**config.mk**
```make
export PLATFORM = sky130hd
export DESIGN_NAME = qif_syn_drive
export DESIGN_NICKNAME = d
export VERILOG_FILES = /design/src/rtl/qif_pkg.sv /design/src/rtl/qif_evt_fifo.sv /design/src/rtl/qif_syn_drive.sv
export SDC_FILE = /design/constraint.sdc
export NUM_CORES = 1
export LEC_CHECK = 0
export BUFFER_PORTS_ARGS = -buffer_cell sky130_fd_sc_hd__buf_2
export CAP_MARGIN = 15
export CORE_MARGIN = 8
export CORE_UTILIZATION = 33
export CTS_BUF_LIST = sky130_fd_sc_hd__clkbuf_4
export DETAILED_ROUTE_END_ITERATION = 8
export MAX_ROUTING_LAYER = met4
export PLACE_DENSITY_LB_ADDON = 0.12
export SYNTH_ARGS = -nofsm -noshare
export SYNTH_HDL_FRONTEND = slang
export SYNTH_SLANG_ARGS = --single-unit
```
**constraint.sdc**
```tcl
create_clock -name clk -period 9.5 [get_ports clk]
set_input_delay 0.475 -clock clk [delete_from_list [all_inputs] [get_ports clk]]
set_output_delay 0.475 -clock clk [all_outputs]
set_load 0.005 [all_outputs]
```
**src/rtl/qif_pkg.sv**
```systemverilog
// qif_pkg: shared widths, current limits and the 10->8 bit saturator used by
// the synaptic driver and the QIF membrane block.
//   SYN_W  : width of the signed synaptic current bus
//   ACC_W  : internal accumulation width (headroom for i - d + w)
//   sat8() : clamp a 10-bit signed value to 8 bits, reporting overflow
package qif_pkg;

  localparam int SYN_W = 8;
  localparam int ACC_W = 10;
  localparam int I_MAX = 127;
  localparam int I_MIN = -128;

  localparam logic signed [ACC_W-1:0] ACC_MAX = ACC_W'(I_MAX);
  localparam logic signed [ACC_W-1:0] ACC_MIN = ACC_W'(I_MIN);

  typedef struct packed {
    logic signed [SYN_W-1:0] val;
    logic                    ovf;
  } sat_t;

  function automatic sat_t sat8(input logic signed [ACC_W-1:0] s);
    sat_t r;
    if (s > ACC_MAX) begin
      r.val = SYN_W'(I_MAX);
      r.ovf = 1'b1;
    end else if (s < ACC_MIN) begin
      r.val = SYN_W'(I_MIN);
      r.ovf = 1'b1;
    end else begin
      r.val = s[SYN_W-1:0];
      r.ovf = 1'b0;
    end
    return r;
  endfunction

endpackage

```
**src/rtl/qif_evt_fifo.sv**
```systemverilog
// qif_evt_fifo: synchronous event FIFO, DEPTH a power of two.
//   clk, rst_n : clock, async active-low reset (empties the FIFO)
//   clr_i      : synchronous clear (empties the FIFO)
//   push_i     : write din_i (ignored when full)
//   pop_i      : advance read pointer (ignored when empty)
//   dout_o     : head-of-queue data (valid when !empty_o)
//   count_o    : occupancy 0..DEPTH
//   full_o, empty_o : occupancy flags
module qif_evt_fifo #(
  parameter int DEPTH = 4,
  parameter int W     = 8
) (
  input  logic                     clk,
  input  logic                     rst_n,
  input  logic                     clr_i,
  input  logic                     push_i,
  input  logic                     pop_i,
  input  logic [W-1:0]             din_i,
  output logic [W-1:0]             dout_o,
  output logic [$clog2(DEPTH):0]   count_o,
  output logic                     full_o,
  output logic                     empty_o
);

  localparam int AW = $clog2(DEPTH);
  localparam logic [AW:0] FULL_CNT = (AW+1)'(DEPTH);

  logic [W-1:0]  mem_q [DEPTH];
  logic [AW-1:0] wr_ptr_q, rd_ptr_q;
  logic [AW:0]   count_q;
  logic          do_push, do_pop;

  assign full_o  = (count_q == FULL_CNT);
  assign empty_o = (count_q == '0);
  assign do_push = push_i && !full_o && !clr_i;
  assign do_pop  = pop_i && !empty_o && !clr_i;
  assign dout_o  = mem_q[rd_ptr_q];
  assign count_o = count_q;

  // Pointers are exactly AW bits wide, so wrap at DEPTH is free.
  always_ff @(posedge clk or negedge rst_n) begin
    if (!rst_n) begin
      wr_ptr_q <= '0;
      rd_ptr_q <= '0;
      count_q  <= '0;
    end else if (clr_i) begin
      wr_ptr_q <= '0;
      rd_ptr_q <= '0;
      count_q  <= '0;
    end else begin
      if (do_push) wr_ptr_q <= wr_ptr_q + 1'b1;
      if (do_pop)  rd_ptr_q <= rd_ptr_q + 1'b1;
      if (do_push && !do_pop)      count_q <= count_q + 1'b1;
      else if (do_pop && !do_push) count_q <= count_q - 1'b1;
    end
  end

  // Storage needs no reset: contents are only visible through valid pointers.
  always_ff @(posedge clk) begin
    if (do_push) mem_q[wr_ptr_q] <= din_i;
  end

endmodule

```
**src/rtl/qif_syn_drive.sv**
```systemverilog
// qif_syn_drive: presynaptic driver producing the signed synaptic current
// for a QIF neuron. Weighted spike events are buffered in a FIFO and popped
// at most one per cycle into a leaky, saturating current accumulator.
//   clk, rst_n          : clock, async active-low reset
//   en                  : enables pop and decay (FIFO still fills when low)
//   clr                 : synchronous clear of accumulator, FIFO and sat_flag
//   ev_valid/ev_ready   : event handshake, ev_weight signed 8-bit
//   i_syn               : registered signed synaptic current
//   fifo_count          : FIFO occupancy
//   sat_flag            : sticky, set whenever the accumulator clamps
module qif_syn_drive
  import qif_pkg::*;
#(
  parameter int FIFO_DEPTH  = 4,
  parameter int DECAY_SHIFT = 2
) (
  input  logic                          clk,
  input  logic                          rst_n,
  input  logic                          en,
  input  logic                          clr,
  input  logic                          ev_valid,
  output logic                          ev_ready,
  input  logic [SYN_W-1:0]              ev_weight,
  output logic [SYN_W-1:0]              i_syn,
  output logic [$clog2(FIFO_DEPTH):0]   fifo_count,
  output logic                          sat_flag
);

  localparam logic [ACC_W-1:0] LEAK_MIN = ACC_W'(1 << DECAY_SHIFT);

  logic signed [SYN_W-1:0] acc_q, acc_d;
  logic                    sat_q, sat_d;

  logic                    fifo_full, fifo_empty, push, pop;
  logic [SYN_W-1:0]        fifo_dout;

  logic signed [ACC_W-1:0] acc_x, leak_s, w_x, sum;
  logic [ACC_W-1:0]        mag, leak_mag;
  sat_t                    sat_r;

  // Ready depends only on occupancy, never on a same-cycle pop.
  assign ev_ready = !fifo_full;
  // A push coinciding with clr is dropped (the FIFO also gates it).
  assign push     = ev_valid && ev_ready && !clr;
  assign pop      = en && !clr && !fifo_empty;

  qif_evt_fifo #(
    .DEPTH (FIFO_DEPTH),
    .W     (SYN_W)
  ) u_fifo (
    .clk     (clk),
    .rst_n   (rst_n),
    .clr_i   (clr),
    .push_i  (push),
    .pop_i   (pop),
    .din_i   (ev_weight),
    .dout_o  (fifo_dout),
    .count_o (fifo_count),
    .full_o  (fifo_full),
    .empty_o (fifo_empty)
  );

  // Leak truncates toward zero; below 2^DECAY_SHIFT a unit step is taken
  // instead so the current always decays all the way to 0.
  always_comb begin
    acc_x    = {{(ACC_W-SYN_W){acc_q[SYN_W-1]}}, acc_q};
    mag      = acc_q[SYN_W-1] ? ACC_W'(-acc_x) : ACC_W'(acc_x);
    if (mag >= LEAK_MIN)  leak_mag = mag >> DECAY_SHIFT;
    else if (mag != '0)   leak_mag = ACC_W'(1);
    else                  leak_mag = '0;
    leak_s   = acc_q[SYN_W-1] ? -$signed(leak_mag) : $signed(leak_mag);
    w_x      = pop ? {{(ACC_W-SYN_W){fifo_dout[SYN_W-1]}}, fifo_dout} : '0;
    sum      = acc_x - leak_s + w_x;
    sat_r    = sat8(sum);
  end

  always_comb begin
    acc_d = acc_q;
    sat_d = sat_q;
    if (clr) begin
      acc_d = '0;
      sat_d = 1'b0;
    end else if (en) begin
      acc_d = sat_r.val;
      sat_d = sat_q | sat_r.ovf;
    end
  end

  always_ff @(posedge clk or negedge rst_n) begin
    if (!rst_n) begin
      acc_q <= '0;
      sat_q <= 1'b0;
    end else begin
      acc_q <= acc_d;
      sat_q <= sat_d;
    end
  end

  assign i_syn    = acc_q;
  assign sat_flag = sat_q;

endmodule

```
==> impl_metrics.json, run 1 <==
{
  "fp-row-count": 34,
  "reg2reg_depth": 17,
  "syn_to_final_growth_pct": 10.7,
  "overflow": 0,
  "die_h_um": 110,
  "clock_latency_ps": 360,
  "fin_crit_sh_pct": 52.5,
  "synthesis.instances": 231,
  "drv_cap": 0,
  "cts_inserted_buffers": 5,
  "crit_family": "compound AO/OA/AOI/OAI gates",
  "cts_sinks": 48,
  "avgSynthCellArea_um2": 12.6,
  "p_sw_uw": 467,
  "path_buf_inv": 0,
  "initialDrtViolationCount": 52,
  "cts-root-buf": "clkbuf_4",
  "grt_max_degree": 17,
  "status": "complete, no violations",
  "maxSlewHeadroom_pct": 57.9,
  "rsz0062_at_grt": "no",
  "ir_worst_vdd_mv": 0.0962,
  "via_per_inst": 5.07,
  "ys_seq_area_share_pct": 46.7,
  "cts_hold_buf": 0,
  "die_x_um": 110,
  "end_kind": "register",
  "post_cts_buffers": 0,
  "switching_share_pct": 43.4,
  "initial_core_util_pct": 33.7,
  "cp.arrival_ps": 5260,
  "timing.final.ws_setup_ps": 4510,
  "yosysMostFrequentCell": "edfxtp_1",
  "synth_fa_ha_area_share_pct": 12.8,
  "io_buffers": 25,
  "grt_pass1_wl_um": 10100,
  "final_hold_viol_count": 0,
  "power_frac_clock_pct": 11.7,
  "start_kind": "register",
  "place.detailed.hpwl_um": 4580,
  "cp.depth": 17,
  "power_leakage_nw": 1.34,
  "diodes": 0,
  "final_max_slew_viol_count": 0,
  "fin_worst_skew_ps": 18.4,
  "drc": 0,
  "design.die.area_um2": 12100,
  "synth.area.top_cells": "edfxtp_1 (33%), dfrtp_1 (14%), ha_1 (7.3%)",
  "ys_types": 53,
  "layout-drive-gt1-share_pct": 20.2,
  "synth_flop_cell": "edfxtp_1",
  "nets": 294,
  "p_per_area_nw_per_um2": 334,
  "fmax_mhz": 200,
  "synth_top_family_by_area": "compound AO/OA/AOI/OAI gates",
  "yosysWarnings": 0,
  "cts_resized": 0,
  "worstPathRequired_ps": 9770,
  "p_seq_share_pct": 28.6,
  "hp-class": "primary input to asynchronous set/reset pin",
  "place.gp.congestion": 0.795,
  "synth_edf_count": 32,
  "synth-simple-area-share_pct": 12.4,
  "finalSetupTns_ps": 0,
  "grt_pass1_vias": 1906,
  "synth_top_area_share_pct": 33.0,
  "antenna_found_initial": 0,
  "slowest_stage": "dfrtp_1",
  "synth_seq_cells": 48,
  "synth_compound_area_share_pct": 13.1,
  "ant_nets": 0,
  "wl_per_cell_um": 16.5,
  "syn-cell-area_um2": 2910,
  "p_int_uw": 610,
  "path_clk_slew_ps": 160,
  "drt-total-wl_um": 6020,
  "cts.htree.levels": 2,
  "yosys.area.top_type": "edfxtp_1",
  "worst_path_largest_cell_delay_ps": 540,
  "async_reset_ff_share_pct": 33.3,
  "setup_viol": 0,
  "yosys-top-cells-count": "edfxtp_1 (32), ha_1 (17), dfrtp_1 (16), inv_1 (16), nor2_1 (15)",
  "place_ws_ps": 4540,
  "grt_usage_pct": 11.0,
  "core_um2": 8640,
  "dr.pass1.iters": 4,
  "combPwrFrac_pct": 59.7,
  "syn_nets": 269,
  "clk_path_buf_depth": 2,
  "io_pins": 26,
  "worst_pin_slew_ps": 630,
  "synth_xor_area_share_pct": 5.07,
  "synth_mux_area_share_pct": 6.57,
  "critical_path_class": "register to register",
  "finalCriticalPeriod_ps": 4990,
  "dr_total_vias": 1851,
  "crit_fanout": 9,
  "cp_cell_sequence": "o311a_1, a32oi_1, o2111ai_1, o211ai_1, ha_1, nand3_1, nor2_1, o21ai_0, xnor2_1, fa_1, ha_1, nand3_1, o22ai_1, o21ai_1, xor2_1, o311ai_2, a221o_1",
  "cts_tree": "built"
}
-- cells in the final DEF (no fill, tap or decap), types with 2 or more instances in the layout --
master | synthesis | final
edfxtp_1 | 32 | 32
buf_2 | 2 | 25
ha_1 | 17 | 17
inv_1 | 16 | 16
dfrtp_1 | 16 | 16
nor2_1 | 15 | 15
xnor2_1 | 11 | 11
mux4_2 | 8 | 8
nand3_1 | 8 | 8
nand2_1 | 8 | 8
fa_1 | 8 | 8
a221o_1 | 7 | 7
o21ai_0 | 6 | 6
and3_1 | 6 | 6
a21oi_1 | 6 | 6
and2_1 | 5 | 5
a21o_1 | 5 | 5
nand2b_1 | 5 | 5
clkbuf_4 | 0 | 5
or3_1 | 4 | 4
xor2_1 | 4 | 4
nor2b_1 | 3 | 3
a211o_1 | 3 | 3
nor3_1 | 2 | 2
o211ai_1 | 2 | 2
o21ai_1 | 2 | 2
-- worst reg2reg max path, cell delays in order (launching register included) --
cell and delay [ps]:
dfrtp_1 540, o311a_1 420, a32oi_1 260, o2111ai_1 130, o211ai_1 190, ha_1 260
nand3_1 150, nor2_1 160, o21ai_0 130, xnor2_1 230, fa_1 460, ha_1 370
nand3_1 90, o22ai_1 300, o21ai_1 140, xor2_1 420, o311ai_2 260, a221o_1 410
-- metrics by stage --
stage / power (mW) / cells / area, um2 / utilization [%] / hold slack [ps]
floorplan: 0.819 / 231 / 2910 / - / 179
global placement: 0.966 / 357 / 3140 / 36.4 / 432
detailed placement: 0.964 / 357 / 3140 / 36.4 / 432
CTS: 1.10 / 365 / 3230 / 37.4 / 6.76
global route: 1.18 / 365 / 3230 / 37.4 / 15.1
finish: 1.08 / 365 / 3230 / 37.4 / 7.45
-- state kept, by name, summed over array words and instances, names as in the netlist --
name             count
u_fifo.wr_ptr_q      2
u_fifo.count_o       3
u_fifo.mem_q        32
u_fifo.rd_ptr_q      2
sat_flag             1
i_syn                8
-- final cells by class --
type                    instances  area (um2)
multi-input cells             159        1460
clock buffers                   5        37.5
clock inverters                 3        46.3
flip-flops and latches         48        1360
well taps                     108         135
inverters                      17        63.8
repair buffers                 25         125
fillers                       855        5410
-- logic make-up (layout without fill, tap and decap cells) --
group | count (synthesis) | after routing
muxes | 9 | 9
adders and majority gates | 25 | 25
buffers and inverters | 24 | 50
and+or+nand+nor | 64 | 64
other | 1 | 1
AOI/OAI and AO/OA | 44 | 44
DFF | 48 | 48
xor gates and xnor gates | 16 | 16
-- power by group through the flow --
stage	clock network (mW)	logic [mW]	registers [mW]
after floorplan	0	0.530	0.289
after global placement	0	0.652	0.315
after detailed placement	0	0.650	0.315
after CTS	0.132	0.653	0.310
after global routing	0.139	0.729	0.315
final	0.127	0.643	0.308
-- metal layers --
metal / global-route usage (%) / share of wire, % / up-vias
li1: - / - / 918
met1: 14.4 / 47 / 905
met2: 17.5 / 49 / 26
met3: 1.86 / 3.0 / 2
met4: 2.60 / 0.51 / 0
met5: - / 0 / -
-- final timing paths --
check / from / end / slack [ps]
worst max-delay path: i_syn[2] / i_syn[1] / 4510
worst min-delay path: rst_n / i_syn[5] / 7
worst max register to register: i_syn[2] / i_syn[1] / 4510
worst min register to register: u_fifo.count_o[2] / u_fifo.count_o[2] / 590
max in group asynchronous: rst_n / u_fifo.wr_ptr_q[0] / 9190
min in group clk: ev_weight[2] / u_fifo.mem_q[0][2] / 310
No activity file was read; power rests on OpenSTA's default activity.
==> run 2: changes to the inputs <==
clock period = 4.24 ns   (was 9.5 ns; I/O delays follow)
==> run 2 against run 1 <==
Flip-flop and latch count unchanged. First-iteration DRC count down 23%. Critical path type unchanged. Clock power grew to 2.7 times the previous value. Critical path depth unchanged. Combinational power increased to 3.5 times the previous value. Worst setup slack got worse by 4500 ps. Non-clock buffer count rose by 46. Routed wire length rose by 11%. The run now ends with negative setup slack left. Die area is the same. Sequential share of layout area down 6.6 points. Register-to-register slack got worse by 4500 ps.
==> impl_metrics.json, run 2 (same netlist as run 1, synthesis figures left out) <==
{
  "status": "finished with violations",
  "violations": "negative setup slack",
  "antenna_found_initial": 0,
  "largest_register_ffs": 32,
  "setup_viol": 7,
  "via_per_inst": 4.99,
  "place.gp.congestion": 0.800,
  "multi_input_area_um2": 1680,
  "final_cells": 411,
  "nets": 340,
  "rrSetupSlack_ps": -40,
  "cts_inserted_buffers": 5,
  "grt_pass1_vias": 2195,
  "grt_pass1_wl_um": 10800,
  "initial_core_util_pct": 33.7,
  "top_register": "u_fifo.mem_q",
  "place.detailed.hpwl_um": 4870,
  "timing.final.ws_setup_ps": -35.6,
  "clk_path_buf_depth": 2,
  "grt_max_degree": 17,
  "cts_sinks": 48,
  "dp_cells": 388,
  "worstReg2RegStart": "i_syn[2]",
  "power_leakage_nw": 1.62,
  "die_x_um": 110,
  "start_kind": "register",
  "worstHoldEndpoint": "u_fifo.mem_q[3][0]",
  "io_buffers": 25,
  "hp-start": "ev_weight[0]",
  "clock_latency_ps": 360,
  "grt_usage_pct": 11.9,
  "fillers": 835,
  "dr.pass1.iters": 4,
  "die_h_um": 110,
  "initialDrtViolationCount": 40,
  "reg2reg_depth": 17,
  "drt-total-wl_um": 6670,
  "path_clk_slew_ps": 150,
  "ff_latch_area_um2": 1360,
  "critical_path_class": "register to register",
  "core_um2": 8640,
  "reg2reg_to": "i_syn[6]",
  "drc": 0,
  "overflow": 0,
  "ant_nets": 0,
  "dr_total_vias": 2051,
  "final_max_slew_viol_count": 0,
  "fp-row-count": 34,
  "drv_cap": 0,
  "worstHoldPathCells": 1,
  "crit_fanout": 7,
  "worstPathRequired_ps": 4540,
  "finalCriticalPeriod_ps": 4280,
  "rsz0062_at_grt": "yes",
  "syn_to_final_growth_pct": 31.3,
  "power_mw": 3.25,
  "cts-root-buf": "clkbuf_4",
  "wl_per_cell_um": 16.2,
  "place_ws_ps": -223,
  "worst_pin_slew_ps": 506,
  "diodes": 0,
  "layout_commonest_cell": "buf_4",
  "finalSetupTns_ps": -156,
  "fin_worst_skew_ps": 14.3,
  "final_cell_mix": "buf_4 (43), edfxtp_1 (32), buf_2 (25)",
  "worst_path_largest_cell_delay_ps": 470,
  "maxSlewHeadroom_pct": 66.0,
  "ir_worst_vdd_mv": 0.350,
  "hold_ws_ps": 52.0,
  "final_hold_viol_count": 0,
  "end_kind": "register",
  "cts.htree.levels": 2,
  "cp_common_cell": "or3_4",
  "cp.arrival_ps": 4570,
  "slowest_stage": "fa_1",
  "layout-drive-gt1-share_pct": 42.2,
  "fin_crit_sh_pct": 101,
  "hp-class": "primary input to register",
  "io_pins": 26,
  "cp_cell_sequence": "o311a_1, a32oi_2, o2111ai_1, o211ai_1, ha_2, nand3_4, nor2_4, o21ai_2, xnor2_2, fa_1, ha_4, or3_4, or3_4, a21o_1, a221oi_4, buf_6, a221o_1",
  "fmax_mhz": 234,
  "p_per_area_nw_per_um2": 848,
  "design.die.area_um2": 12100,
  "cts_tree": "built"
}
run 2: critical path: cells and delay by family, from the launching register on:
family	cells	cell delay, ps
AO/OA/AOI/OAI	8	1520
XOR/XNOR	1	180
adder cells (fa/ha/maj)	3	980
buffers and inverters	1	160
flip-flops	1	430
AND/OR/NAND/NOR	4	950
run 2: power by group:
group / switching [mW] / leakage, nW / internal, mW
Clock: 0.154 / 0.0558 / 0.186
Sequential: 0.0594 / 0.501 / 0.574
Combinational: 1.08 / 1.06 / 1.19
run 2: worst max-delay path by stage:
| stage | slack, ps | from | end | cells past startpoint |
|---|---|---|---|---|
| after floorplan | 9 | i_syn[2] | i_syn[2] | 15 |
| after global placement | -150 | i_syn[2] | i_syn[1] | 15 |
| after detailed placement | -220 | i_syn[2] | i_syn[1] | 15 |
| after CTS | -80 | i_syn[0] | i_syn[6] | 17 |
| after global routing | -260 | i_syn[2] | i_syn[6] | 17 |
| final | -40 | i_syn[2] | i_syn[6] | 17 |
run 2: area by class of cell:
class,count,area share (%)
flip-flops and latches,48,35.6
multi-input cells,159,43.9
well taps,108,3.53
inverters,17,1.67
clock inverters,3,1.80
clock buffers,5,0.981
repair buffers,71,12.6
run 2: timing repair:
item                       4_1_cts  5_1_grt
buffers inserted                13        1
setup endpoints to repair        9        9
pin swaps                       32       16
hold buffers                     1        0
hold endpoints to repair        16        0
gates cloned                     0        0
resized for setup               21       15
run 2: per-stage QoR:
step,cell area [um2],utilization (%)
after global placement,3410,39.5
after detailed placement,3410,39.5
final,3830,44.3
after floorplan,2950,-
after CTS,3730,43.2
after global routing,3830,44.3
run 2: metal layers:
layer  GRT usage (%)  routed length, um  vias up
li1                -                  -      997
met1            13.8               2860     1014
met2            20.4               3440       29
met3            2.21                201       11
met4            4.15                155        0
met5               -                  0        -
==> run 3: changes to the inputs <==
ABC_AREA = 1   (was unset)
BUFFER_PORTS_ARGS = unset   (was -buffer_cell sky130_fd_sc_hd__buf_2)
DONT_BUFFER_PORTS = 1   (was unset)
==> run 3 against run 2 <==
The flow now finishes without violations. Sequential power increased by 2%. Fmax is 5.3% higher. Final cell count increased by 14%. Sequential share of layout area up 2.2 points. Synthesized cell count grew 42%. Routed wire length rose by 8.2%. Combinational power shrank 7%. Power shrank 6.9%. Via count up 7.3%. Design area shrank 5.8%. Worst setup slack improved by 210 ps. Critical endpoint unchanged. Highest routed layer unchanged.
==> impl_metrics.json, run 3 <==
{
  "clock_latency_ps": 360,
  "worst_pin_slew_ps": 863,
  "fp-row-count": 35,
  "via_per_inst": 4.70,
  "grt_usage_pct": 12.2,
  "fin_worst_skew_ps": 6.36,
  "drc": 0,
  "ys_seq_area_share_pct": 44.3,
  "design.die.area_um2": 12600,
  "grt_max_degree": 18,
  "dp_cells": 444,
  "critical_path_class": "register to register",
  "status": "complete, no violations",
  "die_h_um": 112,
  "worstHoldPathCells": 3,
  "worstReg2RegStart": "i_syn[1]",
  "core_um2": 9150,
  "place_ws_ps": -59.0,
  "worstPathRequired_ps": 4500,
  "yosys.area.top_type": "edfxtp_1",
  "nets": 394,
  "layout_commonest_cell": "nand2_1",
  "final_cells": 468,
  "die_x_um": 112,
  "yosys-top-cells-count": "nand2_1 (45), inv_1 (44), nor2_1 (43)",
  "final_cell_mix": "nand2_1 (44), inv_1 (42), nor2_1 (41)",
  "drt-total-wl_um": 7210,
  "cp.arrival_ps": 4320,
  "diodes": 0,
  "design_area_um2": 3610,
  "place.detailed.hpwl_um": 5380,
  "fmax_mhz": 246,
  "post-route-util_pct": 39.4,
  "synthesis.instances": 328,
  "path_clk_slew_ps": 140,
  "io_buffers": 0,
  "dr.pass1.iters": 4,
  "synth_top_area_share_pct": 31.3,
  "io_pins": 26,
  "yosysWarnings": 0,
  "syn-cell-area_um2": 3070,
  "synth_edf_count": 32,
  "p_per_area_nw_per_um2": 838,
  "ant_nets": 0,
  "hp-class": "primary input to register",
  "timing.final.ws_setup_ps": 178,
  "setup_viol": 0,
  "synth.area.top_cells": "edfxtp_1 (31%), dfrtp_1 (13%), ha_1 (6.9%)",
  "cts_sinks": 48,
  "fin_crit_sh_pct": 95.8,
  "antenna_found_initial": 0,
  "ys_types": 35,
  "hold_ws_ps": 35.1,
  "overflow": 0,
  "dr_total_vias": 2200,
  "cts.htree.levels": 2,
  "hp-start": "clr",
  "rrSetupSlack_ps": 180,
  "grt_pass1_vias": 2211,
  "finalCriticalPeriod_ps": 4060,
  "wl_per_cell_um": 15.4,
  "synth_flop_cell": "edfxtp_1",
  "syn_to_final_growth_pct": 17.5,
  "place.gp.congestion": 0.829,
  "worstHoldEndpoint": "u_fifo.rd_ptr_q[1]",
  "initial_core_util_pct": 33.5,
  "async_reset_ff_share_pct": 33.3,
  "cts-root-buf": "clkbuf_4",
  "synth_seq_cells": 48,
  "reg2reg_depth": 22,
  "start_kind": "register",
  "final_max_slew_viol_count": 0,
  "syn_nets": 366,
  "postPlaceCellArea_um2": 3270,
  "yosysMostFrequentCell": "nand2_1",
  "clk_path_buf_depth": 2,
  "cts_tree": "built",
  "grt_pass1_wl_um": 11700,
  "drv_cap": 0,
  "avgSynthCellArea_um2": 9.36,
  "maxSlewHeadroom_pct": 42.3,
  "top_register": "u_fifo.mem_q",
  "largest_register_ffs": 32,
  "final_hold_viol_count": 0,
  "layout-drive-gt1-share_pct": 22.4,
  "end_kind": "register",
  "reg2reg_to": "i_syn[6]",
  "initialDrtViolationCount": 90,
  "crit_fanout": 5,
  "cts_inserted_buffers": 5,
  "power_leakage_nw": 1.55,
  "rsz0062_at_grt": "yes",
  "ir_worst_vdd_mv": 0.387
}
-- run 3: cell count changes after synthesis, moves of 6 or more --
cell | before | now
o21ai_0 | 6 | 21
nor2_1 | 15 | 43
a21oi_1 | 6 | 14
nand2_2 | 0 | 7
o21ai_2 | 0 | 8
nand2_1 | 8 | 45
and3_1 | 6 | 0
inv_1 | 16 | 44
mux4_2 | 8 | 0
a221o_1 | 7 | 0
-- run 3: how the worst max path moves through the flow --
stage | startpoint | endpoint | slack [ps] | cells after the start
floorplan | i_syn[2] | i_syn[4] | 280 | 26
global placement | i_syn[2] | i_syn[4] | 40 | 26
detailed placement | i_syn[2] | i_syn[6] | -60 | 26
CTS | i_syn[1] | i_syn[6] | 10 | 26
global route | i_syn[1] | i_syn[6] | -90 | 22
finish | i_syn[1] | i_syn[6] | 180 | 22
-- run 3: area by class of cell --
| cell class | instances | area [um2] |
|---|---|---|
| flip-flops and latches | 48 | 1370 |
| clock inverters | 2 | 35.0 |
| inverters | 49 | 186 |
| fillers | 934 | 5550 |
| clock buffers | 6 | 45.0 |
| repair buffers | 27 | 228 |
| multi-input cells | 225 | 1610 |
| well taps | 111 | 139 |
-- run 3: critical path, cell delays in order, from the launching register on --
cell,delay (ps)
dfrtp_2,470
nor2_4,180
nand3_4,120
o21ai_4,200
xor2_2,100
nor2_1,90
nand4_1,110
nand2_1,110
inv_1,50
ha_2,300
nand2_1,40
o21ai_0,110
fa_1,500
fa_1,490
o21ai_2,200
nand2_1,70
o211ai_1,100
xor2_1,130
or2_4,290
nand3_4,120
nand2_1,60
inv_1,60
o21ai_2,50
-- run 3: timing repair --
action,CTS,global route
buffers inserted,0,6
endpoints found under the hold margin,49,0
setup endpoints to repair,8,9
hold buffers,10,0
pin swaps,0,21
resized for setup,3,20
-- run 3: stage by stage --
| step | setup TNS, ps | total power, mW |
|---|---|---|
| 2_1_floorplan | 0 | 2.10 |
| 3_3_place_gp | 0 | 2.53 |
| 3_5_place_dp | -252 | 2.52 |
| 4_1_cts | 0 | 2.87 |
| 5_1_grt | -617 | 3.33 |
| 6_report | 0 | 3.02 |
-- run 3: report_power, final --
group / total [mW] / switching [mW] / leakage [nW] / internal (mW)
Sequential: 0.648 / 0.0757 / 0.497 / 0.572
Clock: 0.279 / 0.149 / 0.0456 / 0.130
Combinational: 2.10 / 1.23 / 1.01 / 0.862
Total: 3.02 / 1.46 / 1.55 / 1.56
-- run 3: logic make-up after synthesis --
group           count (synthesis)  share of synthesized area, %
flops                          48                          44.3
other cells                     1                         0.122
xor+xnor                       15                          4.28
simple gates                  125                          20.3
compound gates                 59                          11.9
fa+ha+maj                      25                          12.1
buf+inv                        55                          6.93
-- run 3: layer usage --
| layer | GRT usage, % | routed length (um) | up-vias |
|---|---|---|---|
| li1 | - | - | 1128 |
| met1 | 14.7 | 3270 | 1031 |
| met2 | 20.5 | 3640 | 37 |
| met3 | 2.42 | 244 | 4 |
| met4 | 2.79 | 50 | 0 |
| met5 | - | 0 | - |
